## config.mk

```make
export PLATFORM = sky130hd
export DESIGN_NAME = branch_update_queue
export DESIGN_NICKNAME = d
export VERILOG_FILES = /design/src/rtl/branch_update_queue.sv
export SDC_FILE = /design/constraint.sdc
export NUM_CORES = 1
export LEC_CHECK = 0
export CAP_MARGIN = 25
export CORE_MARGIN = 2
export CORE_UTILIZATION = 50
export CTS_CLUSTER_DIAMETER = 50
export CTS_CLUSTER_SIZE = 24
export DETAILED_ROUTE_END_ITERATION = 8
export PLACE_DENSITY = 0.75
export SYNTH_ARGS = -nofsm -noshare
export SYNTH_HDL_FRONTEND = slang
export SYNTH_SLANG_ARGS = --single-unit
```

## constraint.sdc

```tcl
create_clock -name clk -period 9.6 [get_ports clk]
set_input_delay 0.96 -clock clk [delete_from_list [all_inputs] [get_ports clk]]
set_output_delay 0.96 -clock clk [all_outputs]
set_load 0.005 [all_outputs]
```

## src/rtl/branch_update_queue.sv

```systemverilog
// In-order queue pairing fetched branch predictions with their execute-stage resolutions and
// issuing one history-cache write per resolved branch; mispredicts and pc mismatches flush it.
module branch_update_queue #(
  parameter int unsigned DEPTH  = 4,
  parameter int unsigned PC_W   = 10,
  parameter int unsigned HIST_W = 3
) (
  input  logic                     clk,
  input  logic                     rst,
  input  logic                     fetch_valid,
  input  logic [PC_W-1:0]          fetch_pc,
  input  logic                     fetch_pred,
  output logic                     fetch_ready,
  input  logic                     resolve_valid,
  input  logic [PC_W-1:0]          resolve_pc,
  input  logic                     resolve_taken,
  input  logic                     evict,
  output logic                     we,
  output logic [PC_W-1:0]          update_pc,
  output logic                     branch_taken,
  output logic                     mispredict,
  output logic                     sync_err,
  output logic [$clog2(DEPTH):0]   count,
  output logic [7:0]               evict_cnt
);

  localparam int unsigned PtrW = $clog2(DEPTH);
  localparam int unsigned CntW = PtrW + 1;
  localparam logic [CntW-1:0] DepthCnt = CntW'(DEPTH);

  // Elaboration-time sanity checks on the parameter set.
  if ((DEPTH < 2) || ((DEPTH & (DEPTH - 1)) != 0) || (HIST_W == 0)) begin : g_param_check
    $error("branch_update_queue: DEPTH must be a power of 2 >= 2 and HIST_W > 0");
  end

  typedef enum logic [0:0] {StRun, StRecover} state_e;

  state_e              state_q, state_d;
  logic [PC_W-1:0]     pc_q   [DEPTH];
  logic                pred_q [DEPTH];
  logic [PtrW-1:0]     head_q, head_d, tail_q, tail_d;
  logic [CntW-1:0]     count_q, count_d;
  logic                we_q, mispredict_q, sync_err_q, branch_taken_q;
  logic [PC_W-1:0]     update_pc_q;
  logic [7:0]          evict_cnt_q;

  logic accept, nonempty, pc_match, hit, mis, pc_err, empty_err, flush, push;

  always_comb begin
    fetch_ready = (state_q == StRun) && (count_q < DepthCnt);
    accept      = resolve_valid && (state_q == StRun);
    nonempty    = (count_q != '0);
    pc_match    = (resolve_pc == pc_q[head_q]);
    hit         = accept && nonempty && pc_match;
    mis         = hit && (resolve_taken != pred_q[head_q]);
    pc_err      = accept && nonempty && !pc_match;
    empty_err   = accept && !nonempty;
    flush       = mis || pc_err;
    push        = fetch_valid && fetch_ready && !flush;
  end

  always_comb begin
    head_d  = head_q;
    tail_d  = tail_q;
    count_d = count_q;
    state_d = state_q;
    if (flush) begin
      // Everything younger than the resolved branch is wrong-path: drop it all.
      head_d  = tail_q;
      count_d = '0;
      state_d = StRecover;
    end else begin
      if (hit) head_d = head_q + PtrW'(1);
      if (push) tail_d = tail_q + PtrW'(1);
      count_d = count_q + CntW'(push) - CntW'(hit);
      if (state_q == StRecover) state_d = StRun;
    end
  end

  always_ff @(posedge clk) begin
    if (rst) begin
      state_q        <= StRun;
      head_q         <= '0;
      tail_q         <= '0;
      count_q        <= '0;
      we_q           <= 1'b0;
      mispredict_q   <= 1'b0;
      sync_err_q     <= 1'b0;
      branch_taken_q <= 1'b0;
      update_pc_q    <= '0;
      evict_cnt_q    <= '0;
      for (int i = 0; i < DEPTH; i++) begin
        pc_q[i]   <= '0;
        pred_q[i] <= 1'b0;
      end
    end else begin
      state_q      <= state_d;
      head_q       <= head_d;
      tail_q       <= tail_d;
      count_q      <= count_d;
      we_q         <= hit;
      mispredict_q <= mis;
      sync_err_q   <= pc_err || empty_err;
      if (hit) begin
        update_pc_q    <= pc_q[head_q];
        branch_taken_q <= resolve_taken;
      end
      if (push) begin
        pc_q[tail_q]   <= fetch_pc;
        pred_q[tail_q] <= fetch_pred;
      end
      if (evict && (evict_cnt_q != 8'hFF)) evict_cnt_q <= evict_cnt_q + 8'd1;
    end
  end

  assign we           = we_q;
  assign update_pc    = update_pc_q;
  assign branch_taken = branch_taken_q;
  assign mispredict   = mispredict_q;
  assign sync_err     = sync_err_q;
  assign count        = count_q;
  assign evict_cnt    = evict_cnt_q;

endmodule

```

Yosys cells after proc, flatten, opt, wreduce, memory -nomap -nowiden --
Memory sizes are Yosys's and may differ from the RTL's. A register that Yosys moved wholly into a read port is not among the register bits. Cells that the tools add are included.
Storage, ports and cells: memories kept 2, RAM bits 44, output and inout port bits 26, register bits after elaboration 30
Cells by class: $add $sub $neg 5, bitwise gates (word level) 2, magnitude comparators 1, mux-type cells 18, eq/ne operators 3, reductions and logical operators 21
Memory list:
- pc_q | words 4, width 10, read ports 1, clocked after memory_dff 1, write ports 4, line 39 | logic [PC_W-1:0] pc_q [DEPTH];
- pred_q | words 4, width 1, read ports 1, clocked after memory_dff 1, write ports 4, line 40 | logic pred_q [DEPTH];
Operator list (count):
- 2-bit 2-to-1 mux | 8
- 10-bit == test | 1
- 1-bit logical AND | 10
- 10-bit 2-to-1 mux | 1
- 10-bit OR reduction | 1
- 1-bit 2-to-1 mux | 9
- 8-bit by 1-bit adder with 8-bit output, second input constant | 1
- 8-bit != test, second input constant | 1
- 2-bit by 1-bit adder with 2-bit output, second input constant | 2
- 3-bit by 1-bit adder with 3-bit output | 1
- 1-bit zero test | 3
- 3-bit < comparator, second input constant | 1
- 3-bit nonzero test | 1
- 3-bit by 1-bit subtractor with 3-bit output | 1
- 1-bit logical OR | 2
- 1-bit NOT | 2
- 2-bit AND reduction | 1
- 2-bit nonzero test | 1
- 2-bit OR reduction | 1
- 1-bit != test | 1
- 1-bit OR reduction | 1

Longest topological paths before layout --
depth in word-level cells 13, mapped depth 14

Worst setup path after synthesis --
No wires, ideal clock.
kind register to register, from register (tool-made name), to register count_q[2] (netlist: count[2]), period minus slack after synthesis 3463 ps, buffers on the path 2, data arrival time 3333 ps, setup slack 6137 ps, required time 9471 ps, stages on the path, launching flop included 15, cells stage by stage dfxtp_1 > buf_6 > mux4_2 > xnor2_1 > nand4_2 > nor3_4 > o21ai_2 > buf_4 > ha_1 > inv_1 > ha_1 > fa_1 > xnor2_1 > xnor2_1 > nor3_1
RTL lines:
- end signal, assigned | line 100 | count_q <= count_d;
- end, declared | line 42 | logic [CntW-1:0] count_q, count_d;

==> run summary <==
========================================================================================
Family with the most delay on the worst path                                 adder cells
Terminus of the critical flop-to-flop path                                      count[2]
Unrepaired setup endpoints after global routing                                    false
Clock network latency to the later pin of the worst-skew pair                    0.35 ns
Antenna violations before repair                                                       0
Total setup violations reported at the end of the flow                                 0
Run status                                                                  finished clean
Pleak                                                                            1.46 nW
Fin crit period                                                                  4.11 ns
Destination of the worst hold path                                              sync_err
Starting density of the core                                                       0.514
Pin count of the biggest net entering global routing                                  48
Category of the most critical setup path                                         reg2reg
Final Total Pwr                                                               0.000947 W
Warnings, synthesis                                                                    0
Final ANT Viol Nets                                                                    0
Hold WC Path Type                                                                reg2reg
Aggregate negative setup slack                                                      0 ns
Cell-by-cell trace of the critical path                                     mux4_2 > xnor2_1 > nand4_2 > nor3_4 > o21ai_2 > ha_1 > inv_1 > ha_1 > fa_1 > xnor2_1 > xnor2_1 > nor3_1
Storage element area                                                            1960 um2
CTS tree                                                                            done
Net Count, Synth                                                                     306
Antenna Diode Count                                                                    0
WP buf/inv                                                                             1
Fillcell total                                                                       552
Post-CTS setup buffer count                                                            0
Critical hold path startpoint                                                    state_q
Flop2flop setup slack                                                            5.49 ns
Placement-stage worst setup slack                                                5.29 ns
Sequential element share of the synthesized area                                   0.562
Final Util                                                                         0.627
Clock skew                                                                    0.00745 ns
Total number of placement rows                                                        30
Cell types with the largest area share after synthesis                      edfxtp_1 38%, dfxtp_1 18%, mux4_2 5.2%, nor2_2 5.0%, nor2_1 4.2%
Cell with the largest stage delay on the worst path                              dfxtp_1
Placed cell area                                                                4060 um2
Clock sink total                                                                      76
Die width                                                                        87.6 um
Largest fanout of any net on the critical path                                        14
Share of Yosys cell area claimed by the top area cell type                         0.378
Final standard cell area without fillers                                        4260 um2
Layout cell share with drive strength beyond 1                                     0.188
Number of cells traversed by the worst hold path                                       1
First-iteration detailed-routing DRC count                                            95
Number of global-route vias before repair                                           2044
Gate Count Post-Synth                                                                275
Power density over the cells                                                  222 nW/um2
Crit path capture type                                                          register
Total clock buffers created by CTS                                                     9
Worst R2R Path Depth                                                                  12
WP data arrival                                                                  4.34 ns
Number of max-slew violations in the final report                                      0
Startpoint types                                                                register
Core ar.                                                                        6790 um2
Final routed DRC violation total                                                       0
DR vias/cell                                                                        5.16
Total number of H-tree levels                                                          3
Post-synthesis cell area                                                        3490 um2
First-pass GRT wire length                                                       10.3 mm
Yosys reg bits                                                                        76
Port Buf Inserts                                                                      52
Total area of multi-input combinational cells                                   1420 um2
CP most frequent cell                                                            xnor2_1
Final nets                                                                           358
Hold_buf cts                                                                           0
Cell at the root of the clock tree                                              clkbuf_8
DIE AREA                                                                        7670 um2
Via count of the routed design                                                      2197
Number of maximum-capacitance violations                                               0
Average instance area after synthesis                                           12.7 um2
Resized Gates After CTS                                                                0
Total overflow reported by the global router                                           0
Share of the clock period used by the worst path after layout                      0.428
Highest clock frequency the design can meet                                      243 MHz
Worst slew margin                                                                  0.320
Delay of the slowest cell on the worst path                                      0.76 ns
GRT Util Overall                                                                   0.184
Unique cell type count in the Yosys netlist                                           43
1st-pass router iterations                                                             4
Clock Pin Slew Worst Setup and Hold Paths                                        0.08 ns
Transition time at the pin with the least slew margin                            1.02 ns
Layout overhead on the synthesized area                                            22.0%
WL final                                                                         6.50 mm
Die Y                                                                            87.6 um
Biggest area consumer among synthesized cells                                   edfxtp_1
Total half-perimeter wirelength after legalization and detailed placement        4.34 mm
Data required time of the worst path                                             9.83 ns
Number of primary I/O pins                                                            53
CTS Buffer Depth                                                                       2
Final weighted congestion in routability-driven placement                          0.778
DR WL/cell                                                                       15.3 um
Peak ir drop on the vdd network                                                 0.110 mV
Final hold viol count                                                                  0
Final setup slack of the worst path                                              5.49 ns
========================================================================================
-- routing by layer --
| metal | up-vias | track usage | part of all wire |
|---|---|---|---|
| li1 | 1075 | - | - |
| met1 | 1050 | 0.233 | 0.45 |
| met2 | 63 | 0.296 | 0.49 |
| met3 | 9 | 0.0622 | 0.048 |
| met4 | 0 | 0.0629 | 0.016 |
| met5 | - | 0 | 0 |
-- cells in the mapped netlist, drive strengths merged --
master,n
nand2b,12
nor2,67
fa,1
dfxtp,32
nor4b,3
or2b,2
mux4,11
clkbuf,7
and3,1
or3,4
buf,6
nand3,2
xnor2,14
xor2,4
inv,5
a211oi,1
nor3b,3
mux2,1
nor2b,3
ha,3
and2,2
o21bai,1
o2111ai,3
nand3b,1
o21ai,4
o21a,1
nor3,5
a21oi,4
mux2i,14
edfxtp,44
nand2,8
a31oi,1
nand4,5
-- report_power, final --
part	internal [W]	switching (W)	total, W
clock network	0.000144	0.000114	0.000258
logic	0.000112	0.000143	0.000255
registers	0.000406	0.0000275	0.000434
-- cell usage in the layout, fill, tap and decap left out, types with 4 or more instances in the layout --
cell             instances
edfxtp_1                44
nor2_2                  28
clkdlybuf4s50_1         52
nand2_1                  8
inv_1                    5
nor3_1                   4
xor2_1                   4
clkbuf_8                 9
a21oi_1                  4
mux2i_1                 14
xnor2_1                 13
mux4_2                   8
dfxtp_1                 32
nand2b_1                12
nor2_1                  39
-- worst max-delay path by stage --
stage / from / to / slack [ns] / cells after the start
after floorplan: register / count[2] / 6.14 / 14
after global placement: resolve_valid / count[2] / 5.38 / 10
after detailed placement: resolve_valid / count[2] / 5.29 / 10
after CTS: register / count[2] / 5.40 / 11
after global routing: register / count[2] / 5.19 / 12
final: register / count[2] / 5.49 / 12
-- registers in the layout (all words and copies together), names as in the netlist, named ones only --
name	count
branch_taken	1
count	3
evict_cnt	8
head_q	2
mispredict	1
pc_q	40
pred_q	4
state_q	1
sync_err	1
tail_q	2
update_pc	10
we	1
-- cell families after synthesis --
family | share of synthesized area
AND/OR/NAND/NOR | 0.191
flip-flops | 0.562
multiplexers | 0.119
XOR/XNOR | 0.0473
buffers and inverters | 0.0312
AO/OA/AOI/OAI | 0.0337
adder cells (fa/ha/maj) | 0.0165
-- per-stage QoR --
stage	instances	hold slack, ns
2_1_floorplan	275	0.415
3_3_place_gp	411	0.440
3_5_place_dp	412	0.460
4_1_cts	426	0.470
5_1_grt	426	0.479
6_report	426	0.468
-- cell type report --
cell class / count / area share
Tap cell: 96 / 0.0282
Clock inverter: 4 / 0.0179
Clock buffer: 10 / 0.0299
Inverter: 5 / 0.00440
Timing Repair Buffer: 54 / 0.126
Sequential cell: 76 / 0.460
Multi-Input combinational cell: 181 / 0.334
No activity file was read; power rests on OpenSTA's default activity.
